File: src/rtl/mem_pkg.sv
// rtl/mem_pkg.sv - shared constants and types for the load/store unit
package mem_pkg;

    localparam logic [1:0] MEM_OP_SIZE_BYTE      = 2'b00;
    localparam logic [1:0] MEM_OP_SIZE_HALF_WORD = 2'b01;
    localparam logic [1:0] MEM_OP_SIZE_WORD      = 2'b10;

    typedef enum logic [1:0] {
        OP_BYTE    = MEM_OP_SIZE_BYTE,
        OP_HALF    = MEM_OP_SIZE_HALF_WORD,
        OP_WORD    = MEM_OP_SIZE_WORD,
        OP_INVALID = 2'b11
    } op_size_e;

    // Address map: FLASH from 0 up to RAM_BASE, RAM, PERIPH, then RESERVED.
    localparam logic [31:0] FLASH_BASE  = 32'h0000_0000;
    localparam logic [31:0] RAM_BASE    = 32'h2000_0000;
    localparam logic [31:0] PERIPH_BASE = 32'h3000_0000;

    typedef enum logic [1:0] {
        ST_IDLE  = 2'd0,
        ST_CHECK = 2'd1,
        ST_BUS   = 2'd2,
        ST_RESP  = 2'd3
    } lsu_state_e;

endpackage

File: src/rtl/lsu_lane_align.sv
// rtl/lsu_lane_align.sv - byte enables, store lane replication, load extract and extension
module lsu_lane_align
    import mem_pkg::*;
(
    input  op_size_e    size_i,
    input  logic [1:0]  offset_i,
    input  logic        unsigned_i,
    input  logic [31:0] wdata_i,
    input  logic [31:0] rdata_i,
    output logic [3:0]  be_o,
    output logic [31:0] wdata_o,
    output logic [31:0] rdata_o
);

    logic [15:0] lane;

    // Select lanes by access size; the loaded value is shifted down to bit 0 then extended.
    always_comb begin
        be_o    = 4'b0000;
        wdata_o = 32'h0;
        rdata_o = 32'h0;
        lane    = 16'(rdata_i >> {offset_i, 3'b000});
        case (size_i)
            OP_BYTE: begin
                be_o    = 4'b0001 << offset_i;
                wdata_o = {4{wdata_i[7:0]}};
                rdata_o = {{24{~unsigned_i & lane[7]}}, lane[7:0]};
            end
            OP_HALF: begin
                be_o    = 4'b0011 << offset_i;
                wdata_o = {2{wdata_i[15:0]}};
                rdata_o = {{16{~unsigned_i & lane[15]}}, lane[15:0]};
            end
            OP_WORD: begin
                be_o    = 4'b1111;
                wdata_o = wdata_i;
                rdata_o = rdata_i;
            end
            default: begin
                be_o    = 4'b0000;
                wdata_o = 32'h0;
                rdata_o = 32'h0;
            end
        endcase
    end

endmodule

File: src/rtl/load_store_unit.sv
// rtl/load_store_unit.sv - multi-cycle load/store unit with fault decode and bus timeout
module load_store_unit
    import mem_pkg::*;
#(
    parameter int unsigned TIMEOUT_CYCLES = 16,
    parameter bit          FLASH_WRITABLE = 1'b0,
    parameter logic [31:0] RAM_TOP        = 32'h2fff_ffff,
    parameter logic [31:0] PERIPH_TOP     = 32'h3fff_ffff
) (
    input  logic        clk,
    input  logic        reset_n,
    input  logic        req_valid,
    output logic        req_ready,
    input  logic        req_is_write,
    input  logic        req_unsigned,
    input  logic [1:0]  req_op_size,
    input  logic [31:0] req_addr,
    input  logic [31:0] req_wdata,
    output logic        rsp_valid,
    output logic [31:0] rsp_data,
    output logic        op_fault,
    output logic        addr_fault,
    output logic        access_fault_n,
    output logic        bus_req,
    output logic        bus_we,
    output logic [3:0]  bus_be,
    output logic [31:0] bus_addr,
    output logic [31:0] bus_wdata,
    input  logic        bus_ack,
    input  logic        bus_err,
    input  logic [31:0] bus_rdata
);

    lsu_state_e  state_q, state_d;

    logic        is_write_q;
    logic        unsigned_q;
    op_size_e    size_q;
    logic [31:0] addr_q;
    logic [31:0] wdata_q;

    logic        rsp_valid_q;
    logic [31:0] rsp_data_q;
    logic        op_fault_q;
    logic        addr_fault_q;
    logic        access_fault_n_q;
    logic        bus_req_q;
    logic        bus_we_q;
    logic [3:0]  bus_be_q;
    logic [31:0] bus_addr_q;
    logic [31:0] bus_wdata_q;
    logic [31:0] tmo_cnt_q;

    logic        op_flt;
    logic        addr_flt;
    logic        region_flt;
    logic        check_flt;
    logic        in_flash;
    logic        in_ram;
    logic        in_periph;
    logic        timeout_hit;

    logic [3:0]  lane_be;
    logic [31:0] lane_wdata;
    logic [31:0] lane_rdata;

    lsu_lane_align u_align (
        .size_i     (size_q),
        .offset_i   (addr_q[1:0]),
        .unsigned_i (unsigned_q),
        .wdata_i    (wdata_q),
        .rdata_i    (bus_rdata),
        .be_o       (lane_be),
        .wdata_o    (lane_wdata),
        .rdata_o    (lane_rdata)
    );

    // Fault decode on the captured request and next-state selection.
    always_comb begin
        state_d     = state_q;
        op_flt      = (size_q == OP_INVALID);
        addr_flt    = ((size_q == OP_WORD) && (addr_q[1:0] != 2'b00)) ||
                      ((size_q == OP_HALF) && addr_q[0]);
        in_flash    = (addr_q < RAM_BASE);
        in_ram      = (addr_q >= RAM_BASE) && (addr_q <= RAM_TOP);
        in_periph   = (addr_q >= PERIPH_BASE) && (addr_q <= PERIPH_TOP);
        region_flt  = !(in_flash || in_ram || in_periph) ||
                      (is_write_q && in_flash && !FLASH_WRITABLE);
        check_flt   = op_flt || addr_flt || region_flt;
        timeout_hit = (TIMEOUT_CYCLES != 0) && (tmo_cnt_q == TIMEOUT_CYCLES - 1);
        case (state_q)
            ST_IDLE:  if (req_valid) state_d = ST_CHECK;
            ST_CHECK: state_d = check_flt ? ST_RESP : ST_BUS;
            ST_BUS:   if (bus_err || bus_ack || timeout_hit) state_d = ST_RESP;
            ST_RESP:  state_d = ST_IDLE;
            default:  state_d = ST_IDLE;
        endcase
    end

    // State register.
    always_ff @(posedge clk or negedge reset_n) begin
        if (!reset_n) state_q <= ST_IDLE;
        else          state_q <= state_d;
    end

    // Request capture, bus cycle control and response/flag registers.
    always_ff @(posedge clk or negedge reset_n) begin
        if (!reset_n) begin
            is_write_q       <= 1'b0;
            unsigned_q       <= 1'b0;
            size_q           <= OP_BYTE;
            addr_q           <= 32'h0;
            wdata_q          <= 32'h0;
            rsp_valid_q      <= 1'b0;
            rsp_data_q       <= 32'h0;
            op_fault_q       <= 1'b0;
            addr_fault_q     <= 1'b0;
            access_fault_n_q <= 1'b1;
            bus_req_q        <= 1'b0;
            bus_we_q         <= 1'b0;
            bus_be_q         <= 4'b0000;
            bus_addr_q       <= 32'h0;
            bus_wdata_q      <= 32'h0;
            tmo_cnt_q        <= 32'h0;
        end else begin
            case (state_q)
                ST_IDLE: begin
                    if (req_valid) begin
                        is_write_q <= req_is_write;
                        unsigned_q <= req_unsigned;
                        size_q     <= op_size_e'(req_op_size);
                        addr_q     <= req_addr;
                        wdata_q    <= req_wdata;
                    end
                end
                ST_CHECK: begin
                    // Previous response is retired here; all applicable flags land together.
                    rsp_data_q       <= 32'h0;
                    op_fault_q       <= op_flt;
                    addr_fault_q     <= addr_flt;
                    access_fault_n_q <= ~region_flt;
                    if (check_flt) begin
                        rsp_valid_q <= 1'b1;
                    end else begin
                        bus_req_q   <= 1'b1;
                        bus_we_q    <= is_write_q;
                        bus_be_q    <= lane_be;
                        bus_addr_q  <= {addr_q[31:2], 2'b00};
                        bus_wdata_q <= lane_wdata;
                        tmo_cnt_q   <= 32'h0;
                    end
                end
                ST_BUS: begin
                    if (bus_err) begin
                        bus_req_q        <= 1'b0;
                        access_fault_n_q <= 1'b0;
                        rsp_valid_q      <= 1'b1;
                    end else if (bus_ack) begin
                        bus_req_q   <= 1'b0;
                        rsp_valid_q <= 1'b1;
                        if (!is_write_q) rsp_data_q <= lane_rdata;
                    end else if (timeout_hit) begin
                        bus_req_q        <= 1'b0;
                        access_fault_n_q <= 1'b0;
                        rsp_valid_q      <= 1'b1;
                    end else begin
                        tmo_cnt_q <= tmo_cnt_q + 32'd1;
                    end
                end
                ST_RESP: begin
                    rsp_valid_q <= 1'b0;
                end
                default: begin
                    rsp_valid_q <= 1'b0;
                end
            endcase
        end
    end

    assign req_ready      = (state_q == ST_IDLE);
    assign rsp_valid      = rsp_valid_q;
    assign rsp_data       = rsp_data_q;
    assign op_fault       = op_fault_q;
    assign addr_fault     = addr_fault_q;
    assign access_fault_n = access_fault_n_q;
    assign bus_req        = bus_req_q;
    assign bus_we         = bus_we_q;
    assign bus_be         = bus_be_q;
    assign bus_addr       = bus_addr_q;
    assign bus_wdata      = bus_wdata_q;

endmodule

File: config.mk
export PLATFORM = sky130hd
export DESIGN_NAME = load_store_unit
export DESIGN_NICKNAME = d
export VERILOG_FILES = /design/src/rtl/mem_pkg.sv /design/src/rtl/lsu_lane_align.sv /design/src/rtl/load_store_unit.sv
export SDC_FILE = /design/constraint.sdc
export NUM_CORES = 1
export LEC_CHECK = 0
export CAP_MARGIN = 20
export CELL_PAD_IN_SITES_DETAIL_PLACEMENT = 2
export CELL_PAD_IN_SITES_GLOBAL_PLACEMENT = 2
export CORE_MARGIN = 2
export CORE_UTILIZATION = 29
export CTS_CLUSTER_DIAMETER = 50
export DETAILED_ROUTE_END_ITERATION = 8
export PLACE_DENSITY_LB_ADDON = 0.1
export SYNTH_ARGS = -nofsm -noshare
export SYNTH_HDL_FRONTEND = slang
export SYNTH_SLANG_ARGS = --single-unit
File: constraint.sdc
create_clock -name clk -period 2.2 [get_ports clk]
set_input_delay 0.66 -clock clk [delete_from_list [all_inputs] [get_ports clk]]
set_output_delay 0.66 -clock clk [all_outputs]
set_load 0.05 [all_outputs]
==> results.txt, run 1 <==
The pin slew with the least headroom to its limit is 641 ps. The fraction of registers with async set/reset is between 90% and 100%. The worst-case register-to-register setup slack is -50 ps. The count of flip-flops with a built-in enable after synthesis is 0. The number of distinct library cell variants in the gate-level netlist after synthesis is 60. The via count of the first global-routing pass came to 8,784. The initial antenna violation count is 0. The launch point of the worst reg-to-reg path is tmo_cnt_q[9].

The total via count after detailed routing came out at around 8,100. Setup repair after global routing could not meet its margin everywhere. In the routed layout, each cell is associated on average with a via count of between 5 and 6. The count of TritonRoute iterations in the first routing pass is 4. Hold timing on the final database bottoms out at a slack of between 50 and 60 ps.

The overall overflow remaining after global route came out at 0. Once the floorplan was initialized, standard cells occupied between 20% and 30% of the core. Counting the buffers created by CTS gives 34.

Of all cell types, the one taking the most synthesized area is sky130_fd_sc_hd__dfrtp_1. Relative to the synthesized area, the layout overhead comes to 53.4%. The tree is rooted in a sky130_fd_sc_hd__clkbuf_16. The max-cap check violation count is 0. The total global-route track usage is 20.2%. In the synthesized netlist, the cells that appear most often are sky130_fd_sc_hd__dfrtp_1, sky130_fd_sc_hd__mux2_2, sky130_fd_sc_hd__nand2_1. The core region is roughly 0.032 sq mm. The residual antenna-violating net count after detailed routing came out at 0. The clock latency of the later-clocked register in the worst-skew pair came out at 500 ps. Entering global routing, the biggest net connects 66 pins.

The first global-routing pass estimated roughly 53 mm of wire. After detailed routing, the number of remaining DRC violations is 0. The run finished, with violations left. In this run the worst setup path begins at tmo_cnt_q[9]. The final critical-path share of the clock period came out at 102%. The cell leakage power is 6.54 nW.

The maximum achievable frequency came out at between 400 and 500 MHz. For the worst flop-to-flop path, the logic depth is 7. In this run, the number of DRC markers left after iteration 0 of detailed routing was 288.

The final routed wire length divided by cell count came out at around 22 microns. The fraction of layout instances using a drive strength above 1 came out at a little over a third. In this run the vertical extent of the chip is 184 microns.

The floorplan step defined a die boundary enclosing approximately 0.034 sq mm. The number of filler cells placed in the layout is 3,295. Measured against its own limit, the worst slew margin works out to a little under three fifths.

Synthesis produced around 830 cells. The final reports fail on setup timing. The die is around 180 microns wide. The completed layout was analyzed and its total power is approximately 22 mW. The H-tree generated during clock tree synthesis spans 2 levels.

The synthesized netlist occupies a cell area of ~0.0094 sq mm. For this design the top-level I/O count stands at 212. The endpoint of the worst-slack reg-to-reg timing path is state_q[1]. The type of the setup path with the least slack is reg2reg. The power density normalized to cell area came out at approximately 1500 mW/mm^2. Yosys attributes the largest share of cell area to sky130_fd_sc_hd__dfrtp_1, sky130_fd_sc_hd__mux2_2, sky130_fd_sc_hd__a21oi_1, sky130_fd_sc_hd__nand2_1, sky130_fd_sc_hd__mux2i_1. The total number of yosys warnings came out at 0. The data required time at the worst endpoint came out at 2580 ps. Counting along the longest clock path gives a buffer depth of 3. In this run, synthesis produced a sequential element count of approximately 210. The path class of the tightest hold or removal check is in2async.

In this run the core area contains 66 standard-cell rows. The placer's final routability congestion estimate came out at about 0.8. In the post-synthesis netlist, the cell with the most instances is sky130_fd_sc_hd__dfrtp_1. The category of the worst setup path launch point is a flop. The proportion of synthesized chip area in sequential cells is about 55%.

The worst setup margin came out at -54.0 ps. The maximum fanout along the worst path is 6. The worst supply voltage drop on vdd came out at just over 0.7 mV.

The setup violation total in the final timing report came out at 3. The final period demand of the worst path came out at 2250 ps. The most common flop cell mapped by yosys is sky130_fd_sc_hd__dfrtp_1. The number of buffer cells added on primary ports is 209.

The critical path data arrival time came out at around 2600 ps. Clock-pin slew was measured on the worst setup and hold paths at roughly 50 ps. The nature of the critical path endpoint is a flop. The number of slew-limit violations in the final report is 0.

At the end of the flow, the number of nets in the layout was ~1,300. The area share of the largest cell type after synthesis came out at ~54%. TritonCTS built the clock tree. The post-synthesis average cell area is between 10 and 15 sq um. After detailed routing, the total wire length is approximately 35 mm. The final hold violation count came out at 0. On the final layout, the worst clock skew is 17.1 ps. The HPWL after detailed placement is between 20 and 25 mm. The clock net in this run drives a total of between 200 and 250 sinks.
[timing repair]
| action | CTS | global route |
|---|---|---|
| gates cloned | 3 | 2 |
| gates resized for setup | 86 | 61 |
| setup buffers | 10 | 2 |
| pin swaps | 15 | 25 |
| setup endpoints to repair | 113 | 50 |
| hold buffers | 0 | 0 |
[worst max-delay path, stage by stage (launching register included)]
cell	delay (ps)
sky130_fd_sc_hd__dfrtp_1	380
sky130_fd_sc_hd__or4_4	560
sky130_fd_sc_hd__nor4_4	250
sky130_fd_sc_hd__buf_4	170
sky130_fd_sc_hd__a21o_4	250
sky130_fd_sc_hd__buf_12	150
sky130_fd_sc_hd__o22ai_2	90
sky130_fd_sc_hd__mux2_2	280
[where the power goes]
group / switching (mW) / internal, mW
clock network: 1.94 / 3.67
logic: 6.47 / 3.88
registers: 0.901 / 5.26
[metrics by stage]
step,cells,TNS (ps),utilization (%),area [sq um],setup WS [ps]
floorplan,828,-54.1,-,9500,-42.9
global placement,1532,-33270,39.5,12800,-697
detailed placement,1533,-28170,39.6,12800,-611
CTS,1605,-112,43.9,14200,-34.6
global route,1608,-1060,44.9,14500,-87.3
finish,1609,-65.5,44.9,14500,-54.0
[routing by layer]
| metal | track usage (%) | vias to the layer above | share of wire, % |
|---|---|---|---|
| li1 | - | 3699 | - |
| met1 | 26.6 | 4113 | 44 |
| met2 | 33.3 | 203 | 48 |
| met3 | 4.25 | 57 | 5.3 |
| met4 | 5.95 | 0 | 2.4 |
| met5 | 0 | - | 0 |
[cell type report]
type,instances,area [sq um],share of cell area [%]
repair buffers,334,3070,21.2
inverters,10,37.5,0.259
clock inverters,16,230,1.59
flip-flops and latches,206,5160,35.6
clock buffers,43,956,6.60
well taps,442,553,3.82
diodes,1,2.50,0.0173
multi-input cells,557,4490,31.0
[cells in the final DEF, fill, tap and decap left out, types with 9 or more instances in the layout]
master | synthesis | layout
sky130_fd_sc_hd__a21oi_1 | 57 | 49
sky130_fd_sc_hd__o21ai_0 | 44 | 44
sky130_fd_sc_hd__dfrtp_1 | 205 | 201
sky130_fd_sc_hd__nor2_1 | 35 | 31
sky130_fd_sc_hd__mux2i_1 | 23 | 22
sky130_fd_sc_hd__a22o_1 | 9 | 9
sky130_fd_sc_hd__clkbuf_16 | 0 | 36
sky130_fd_sc_hd__mux2_2 | 109 | 108
sky130_fd_sc_hd__clkdlybuf4s50_1 | 0 | 103
sky130_fd_sc_hd__dlygate4sd2_1 | 0 | 54
sky130_fd_sc_hd__nand4_1 | 10 | 10
sky130_fd_sc_hd__or4_1 | 20 | 12
sky130_fd_sc_hd__nand3_1 | 17 | 15
sky130_fd_sc_hd__nand2_1 | 72 | 69
sky130_fd_sc_hd__nor2b_1 | 20 | 19
sky130_fd_sc_hd__o31ai_1 | 15 | 14
sky130_fd_sc_hd__a221o_1 | 19 | 19
sky130_fd_sc_hd__buf_12 | 0 | 11
sky130_fd_sc_hd__buf_4 | 2 | 150
sky130_fd_sc_hd__buf_6 | 0 | 10
[flip-flops by register name (all words and copies together), names as in the netlist, 2 cells and up]
register / cells
addr_q: 32
wdata_q: 32
bus_addr: 30
rsp_data: 32
size_q: 2
bus_be: 4
tmo_cnt_q: 32
state_q: 2
bus_wdata: 32
[worst max path at each step]
stage                          to  cells after the start
global placement     rsp_data[13]                      6
CTS                 tmo_cnt_q[25]                      7
finish                 state_q[1]                      7
detailed placement  tmo_cnt_q[27]                      6
global route        tmo_cnt_q[25]                      7
floorplan           tmo_cnt_q[21]                      7
[cell families after synthesis]
group,after synthesis,synth area share [%]
other,1,0.0397
flip-flops,206,54.6
buffers and inverters,66,2.82
adder cells (fa/ha/maj),5,0.662
multiplexers,132,15.4
AO/OA/AOI/OAI,191,13.9
AND/OR/NAND/NOR,226,12.5
Note: power is estimated with default switching activity, not from simulation.
==> run 2: changes to the inputs <==
--- a/config.mk
+++ b/config.mk
@@ -8,7 +8,7 @@
 export CAP_MARGIN = 20
 export CELL_PAD_IN_SITES_DETAIL_PLACEMENT = 2
 export CELL_PAD_IN_SITES_GLOBAL_PLACEMENT = 2
-export CORE_MARGIN = 2
+export CORE_MARGIN = 4
 export CORE_UTILIZATION = 29
 export CTS_CLUSTER_DIAMETER = 50
 export DETAILED_ROUTE_END_ITERATION = 8
==> run 2 against run 1 <==
Compared with the run above:
- the run still ends with setup timing left
- highest routed layer unchanged
- via count fell by 0.22%
- utilization rose by 0.59 points
- largest cell class unchanged
- register-to-register slack got worse by 40 ps
- final area barely moved
- sequential share of layout area barely moved
- total power fell by 0.59%
- final cell count fell by 0.31%
- global-route usage fell by 1.7 points
- clock skew fell by 6.1 ps
- largest power group unchanged
- sequential power rose by 0.6%
==> results.txt, run 2 (same netlist as run 1, synthesis figures left out) <==
STA classifies the critical path endpoint as a flop. The clock reaches the later pin of the worst-skew pair after 490 ps. The type of the setup path with the least slack is reg2reg. The count of TritonRoute iterations in the first routing pass is 7. The most common cell after layout, fill and taps aside is sky130_fd_sc_hd__dfrtp_1. Clock tree synthesis inserted a total of 35 buffers. The number of nets in the finished design came out at between 1,000 and 1,500. The final wirelength came out at around 34 mm. The root cell of the clock tree is sky130_fd_sc_hd__clkbuf_16. The setup violation total in the final timing report came out at 10. The maximum achievable frequency is about 440 MHz. The power density normalized to cell area is ~1500 mW/mm^2. In this run the static leakage power is 6.58 nW. The flow ran to the end, but the final reports show violations. The top-level port count came out at 212. The maximum fanout along the worst path is 7.

The deepest clock path buffer count came out at 3. The total via count after detailed routing is around 8,000. Setup repair after global routing could not meet its margin everywhere. STA classifies the critical path startpoint as a flop.

The utilization of the core after routing came out at a little under half. The maximum clock skew at final layout came out at ~11 ps. In this run, placement finished with an instance count of 1,518. The first global-routing pass estimated 52.7 mm of wire. The die covers between 0.03 and 0.04 sq mm. Entering global routing, the biggest net connects between 40 and 50 pins. IR analysis of the VDD net gives a maximum drop of 0.606 mV. Max-cap violations in this run came to 0. The startpoint identified for the worst register-to-register timing path is size_q[0]. The number of buffer cells added on primary ports is 209. Dividing the detail-routed via count by the number of cells gives around 5.0. In the layout the commonest cells are sky130_fd_sc_hd__dfrtp_1, sky130_fd_sc_hd__buf_4, sky130_fd_sc_hd__mux2_2. The final hold violation count is 0. The worst setup margin came out at -93.8 ps.

The clock sink total came out at around 210. The congestion estimate from routability-driven global placement came to about 0.78. The number of cells in the finished layout apart from fillers is 1,604. After layout, the worst path uses 104% of the clock period. The synthesis-to-layout area growth is 53.5%. The critical path data arrival time is about 2700 ps. At the pin with the least slew margin, the transition time is 641 ps. The total global-route track usage is 18.5%. In this run the worst setup path begins at size_q[0]. Global routing finished with a remaining overflow of 0. TritonCTS built the clock tree. The floorplan step set the die height to roughly 190 microns. The initial antenna violation count is 0. The clock transition time at the flip-flop clock pins of the worst setup and hold paths came out at approximately 50 ps.

The starting utilization of the core area came out at 29.6%. The floorplan row count came out at 65. The residual antenna-violating net count after detailed routing is 0. For this run, design rule violations remaining after detail routing come to 0. The die outline width came out at approximately 190 microns. Once detailed placement completed, the half-perimeter wirelength came to about 24 mm. The checks that failed: setup timing. Headroom to the max-slew limit came out at 57.2%. The fraction of layout instances using a drive strength above 1 came out at 35.7%. The worst hold-check path type is in2async. The final period demand of the worst path is between 2000 and 2500 ps. The violation count after the first detailed-routing iteration is ~330.

The via count of the first global-routing pass came out at 8,789. The clock tree synthesis step divided the H-tree into 2 levels. The final routed wire length divided by cell count is 21.4 microns. The total area inside the core boundary comes to 0.0319 sq mm.

The data required time at the worst endpoint came out at 2610 ps. The number of slew-limit violations in the final report came out at 0.
-- run 2: cell count changes in the layout (fill, tap and decap cells not counted), moves of 3 or more --
| cell | delta |
|---|---|
| sky130_fd_sc_hd__a21oi_1 | -3 |
| sky130_fd_sc_hd__a21oi_2 | +3 |
| sky130_fd_sc_hd__buf_12 | +7 |
| sky130_fd_sc_hd__buf_6 | -4 |
| sky130_fd_sc_hd__bufinv_16 | -3 |
| sky130_fd_sc_hd__clkbuf_1 | +3 |
| sky130_fd_sc_hd__clkbuf_16 | +3 |
| sky130_fd_sc_hd__clkinv_2 | +3 |
| sky130_fd_sc_hd__dfrtp_1 | +4 |
| sky130_fd_sc_hd__dfrtp_2 | -4 |
-- run 2: metrics by stage --
| step | setup slack, ps | total power [mW] | hold WS, ps | TNS [ps] | cell area (sq um) |
|---|---|---|---|---|---|
| after floorplan | -42.9 | 12.3 | 364 | -54.1 | 9500 |
| after global placement | -452 | 16.1 | 463 | -20950 | 12800 |
| after detailed placement | -524 | 16.4 | 470 | -23880 | 12800 |
| after CTS | -54.9 | 22.0 | 122 | -260 | 14200 |
| after global routing | -189 | 23.3 | 135 | -2600 | 14500 |
| final | -93.8 | 22.0 | 118 | -250 | 14500 |
-- run 2: area by class of cell --
type | count | area (sq um)
Clock buffer | 48 | 1020
Antenna cell | 1 | 2.50
Fill cell | 3277 | 17400
Inverter | 10 | 41.3
Sequential cell | 206 | 5160
Tap cell | 435 | 544
Clock inverter | 10 | 103
Timing Repair Buffer | 338 | 3200
Multi-Input combinational cell | 556 | 4430
-- run 2: metal layers --
metal | global-route usage, % | vias to the layer above | routed length (microns)
met3 | 4.41 | 47 | 1760
met1 | 24.2 | 4147 | 15000
li1 | - | 3686 | -
met4 | 3.45 | 0 | 563
met5 | 0 | - | 0
met2 | 31.8 | 174 | 17000
-- run 2: final timing paths --
path | end | depth (start not counted) | slack [ps]
max in group asynchronous | tmo_cnt_q[30] | 2 | 1480
max reg2reg | tmo_cnt_q[27] | 6 | -90
min | rsp_data[20] | 1 | 120
min in group clk | bus_wdata[26] | 2 | 480
min reg2reg | bus_wdata[26] | 2 | 480
max | tmo_cnt_q[27] | 6 | -90
-- run 2: power breakdown --
part / switching, mW / leakage (nW) / internal (mW) / total (mW)
Clock: 1.86 / 0.555 / 3.43 / 5.29
Sequential: 0.931 / 2.62 / 5.26 / 6.20
Combinational: 6.42 / 3.40 / 4.08 / 10.5
-- run 2: critical path, stage by stage (launching register included) --
cell and delay (ps):
sky130_fd_sc_hd__dfrtp_1 390, sky130_fd_sc_hd__or3_4 430, sky130_fd_sc_hd__a211oi_4 360, sky130_fd_sc_hd__buf_4 190, sky130_fd_sc_hd__o2111ai_4 160, sky130_fd_sc_hd__or4_1 520, sky130_fd_sc_hd__a21oi_1 180
-- run 2: what timing repair did --
item,CTS,global route
buffers inserted,9,15
hold endpoints to repair,0,0
gates cloned,4,0
pin swaps,14,27
endpoints found under the setup margin,91,44
gates resized for setup,81,54
hold buffers,0,0
==> run 3: changes to the inputs <==
--- a/config.mk
+++ b/config.mk
@@ -9,7 +9,8 @@
 export CELL_PAD_IN_SITES_DETAIL_PLACEMENT = 2
 export CELL_PAD_IN_SITES_GLOBAL_PLACEMENT = 2
 export CORE_MARGIN = 4
-export CORE_UTILIZATION = 29
+export CORE_UTILIZATION = 30
+export CTS_BUF_LIST = sky130_fd_sc_hd__clkbuf_8
 export CTS_CLUSTER_DIAMETER = 50
 export DETAILED_ROUTE_END_ITERATION = 8
 export PLACE_DENSITY_LB_ADDON = 0.1
==> run 3 against run 2 <==
Compared with the run above:
- the flow now finishes without violations
- final area shrank 3.8%
- count of clock-buffer cells in the layout is the same
- largest power group unchanged
- largest cell class unchanged
- critical path depth grew 1
- sequential power shrank 1%
- clock skew grew 23 ps
- via count shrank 0.32%
- sequential share of layout area grew 1.4 points
- final cell count shrank 1.8%
- fmax grew 4.6%
==> results.txt, run 3 (same netlist as run 1, synthesis figures left out) <==
The number of clock buffers added by TritonCTS is 40. The violation count after the first detailed-routing iteration is ~330. The maximum achievable frequency is between 400 and 500 MHz. The critical path data arrival time came out at ~2600 ps. Setup violations remaining at the end of the flow were counted as 0. After detailed routing, the average wire length per cell comes to roughly 21 microns.

The cell leakage power is ~6.4 nW. The clock tree from TritonCTS is done. The die area came out at about 0.034 sq mm.

Across the VDD grid, the largest voltage drop is approximately 0.7 mV. For this block, the via count after detailed routing is approximately 8,000. The final critical-path share of the clock period is between 90 and 100%. The root cell of the clock tree is sky130_fd_sc_hd__clkbuf_8.

Excluding fillers, the count of instances in the completed layout stands at approximately 1,600. The critical path is of the reg2reg type. The power density normalized to cell area is 1440 mW/mm^2. The endpoint identified for the worst register-to-register timing path is tmo_cnt_q[8].

The residual antenna-violating net count after detailed routing is 0. In the routed design, unresolved DRC markers number 0. The worst hold-check path type is in2async. The clock transition time at the flip-flop clock pins of the worst setup and hold paths is 60 ps. The die outline width is between 150 and 200 microns. The placed cell count is between 1,000 and 1,500.

Global routing used roughly a fifth of the available tracks. The synthesis-to-layout area growth is 47.7%. After detailed routing, the number of vias per cell comes to roughly 5.

The most critical setup path has its startpoint at tmo_cnt_q[30]. The starting utilization of the core area came out at between 30% and 40%. Summed over all failing endpoints, the final setup total negative slack is 0 ps. The deepest clock path buffer count is 3. Across the run, the number of max-cap violations was 0. The run finished with clean final reports. The worst setup path is launched from a flop.

The final wirelength is between 30 and 40 mm. The final period demand of the worst path came out at roughly 2200 ps. In the final layout, the share of cells above drive strength 1 is a little over a third.

The pin slew with the least headroom to its limit came out at roughly 670 ps. In this run the count of I/O pins placed on the die edge is 212. Hold is met by approximately 33 ps. The largest net degree at the start of global routing came out at 83. The relative max-transition margin is around 56%. Counting cells, the worst reg-to-reg path comes to 7. Once layout is complete, the utilization of the core stands at 45.2%.

The top cell types in the final layout, fill and taps aside, are sky130_fd_sc_hd__dfrtp_1, sky130_fd_sc_hd__buf_4, sky130_fd_sc_hd__mux2_2. For this run, the detailed router's first-pass iteration total came to 4. The post-placement cell area came out at around 0.013 sq mm. The global-route wire length before repair is slightly above 50 mm. Along the worst path, the maximum fanout reaches 6.

The worst register-to-register path begins at tmo_cnt_q[30]. The critical path ends at tmo_cnt_q[8]. The data required time at the worst endpoint is ~2600 ps. The overall overflow remaining after global route came out at 0. The final hold violation count came to 0. The initial antenna violation count is 0.

Between clock sinks in the finished design, the worst skew comes to 33.7 ps. Clock latency on the worst-skew pair, taken at its later pin, is roughly 550 ps. The depth of the CTS H-tree came out at 2. Setup repair after global routing could not meet its margin everywhere. The clock sink total came out at 206. The HPWL after detailed placement came out at 23.3 mm. The number of slew-limit violations in the final report is 0. The most common cell after layout, fill and taps aside is sky130_fd_sc_hd__dfrtp_1.

After routing the design area is between 0.01 and 0.015 sq mm. The via count of the first global-routing pass is roughly 8,900. Across all register-to-register paths, the minimum setup slack is approximately 7.7 ps. The floorplan row count is 64.

The number of buffer cells added on primary ports came out at 209. The number of hold buffers added after CTS is 0. The placer's final routability congestion estimate is between 0.7 and 0.8.

The region available for standard cell placement spans just over 0.03 sq mm. STA classifies the critical path endpoint as a flop. The number of nets in the finished design is around 1,300. The die is about 190 microns tall.
## run 3: cell count changes in the layout (fill, tap and decap cells not counted), sizes merged
| cell | previous run | this run |
|---|---|---|
| buf | 178 | 176 |
| bufinv | 2 | 1 |
| clkbuf | 51 | 50 |
| dlygate4sd2 | 53 | 50 |
| inv | 9 | 26 |
## run 3: worst min path at each step
| stage | cells after the start | startpoint | slack (ps) | endpoint |
|---|---|---|---|---|
| finish | 1 | reset_n | 30 | rsp_data[17] |
| CTS | 1 | reset_n | 30 | rsp_data[17] |
| global route | 1 | reset_n | 30 | rsp_data[17] |
| floorplan | 0 | reset_n | 360 | addr_fault |
| detailed placement | 1 | rsp_data[13] | 470 | rsp_data[13] |
| global placement | 2 | bus_wdata[17] | 460 | bus_wdata[17] |
## run 3: what timing repair did
action / in CTS / in global routing
buffers inserted: 12 / 12
endpoints found under the hold margin: 0 / 0
resized for setup: 73 / 45
endpoints found under the setup margin: 101 / 57
pin swaps: 10 / 20
cloned: 1 / 2
## run 3: final cells by class
type	instances	area, sq um
flip-flops and latches	206	5160
fillers	3183	16900
clock inverters	26	153
clock buffers	48	661
repair buffers	332	3080
well taps	396	495
diodes	1	2.50
inverters	10	41.3
multi-input cells	556	4360
## run 3: worst max-delay path: stages, from the launching register on
cell and delay, ps:
sky130_fd_sc_hd__dfrtp_1 420, sky130_fd_sc_hd__or4_4 510, sky130_fd_sc_hd__nor4_4 370, sky130_fd_sc_hd__a21o_4 240, sky130_fd_sc_hd__buf_6 120, sky130_fd_sc_hd__clkbuf_16 140
sky130_fd_sc_hd__o311ai_0 160, sky130_fd_sc_hd__o21ai_1 140
## run 3: power breakdown
group	internal (mW)	switching (mW)
combinational	3.82	6.26
clock	2.12	1.73
sequential	5.26	0.881
## run 3: metrics by stage
step           power [mW]  worst slack (ps)
4_1_cts              20.1             -17.7
2_1_floorplan        12.3             -42.9
6_report             20.1              7.66
3_5_place_dp         16.2              -507
5_1_grt              21.4              -102
3_3_place_gp         15.9              -488
## run 3: per-layer routing
metal  track usage [%]  up-vias  part of all wire (%)
met3              4.48       35                   5.5
met1              25.2     4110                    45
li1                  -     3698                     -
met5                 0        -                     0
met4              3.58        0                   1.4
met2              31.5      185                    49
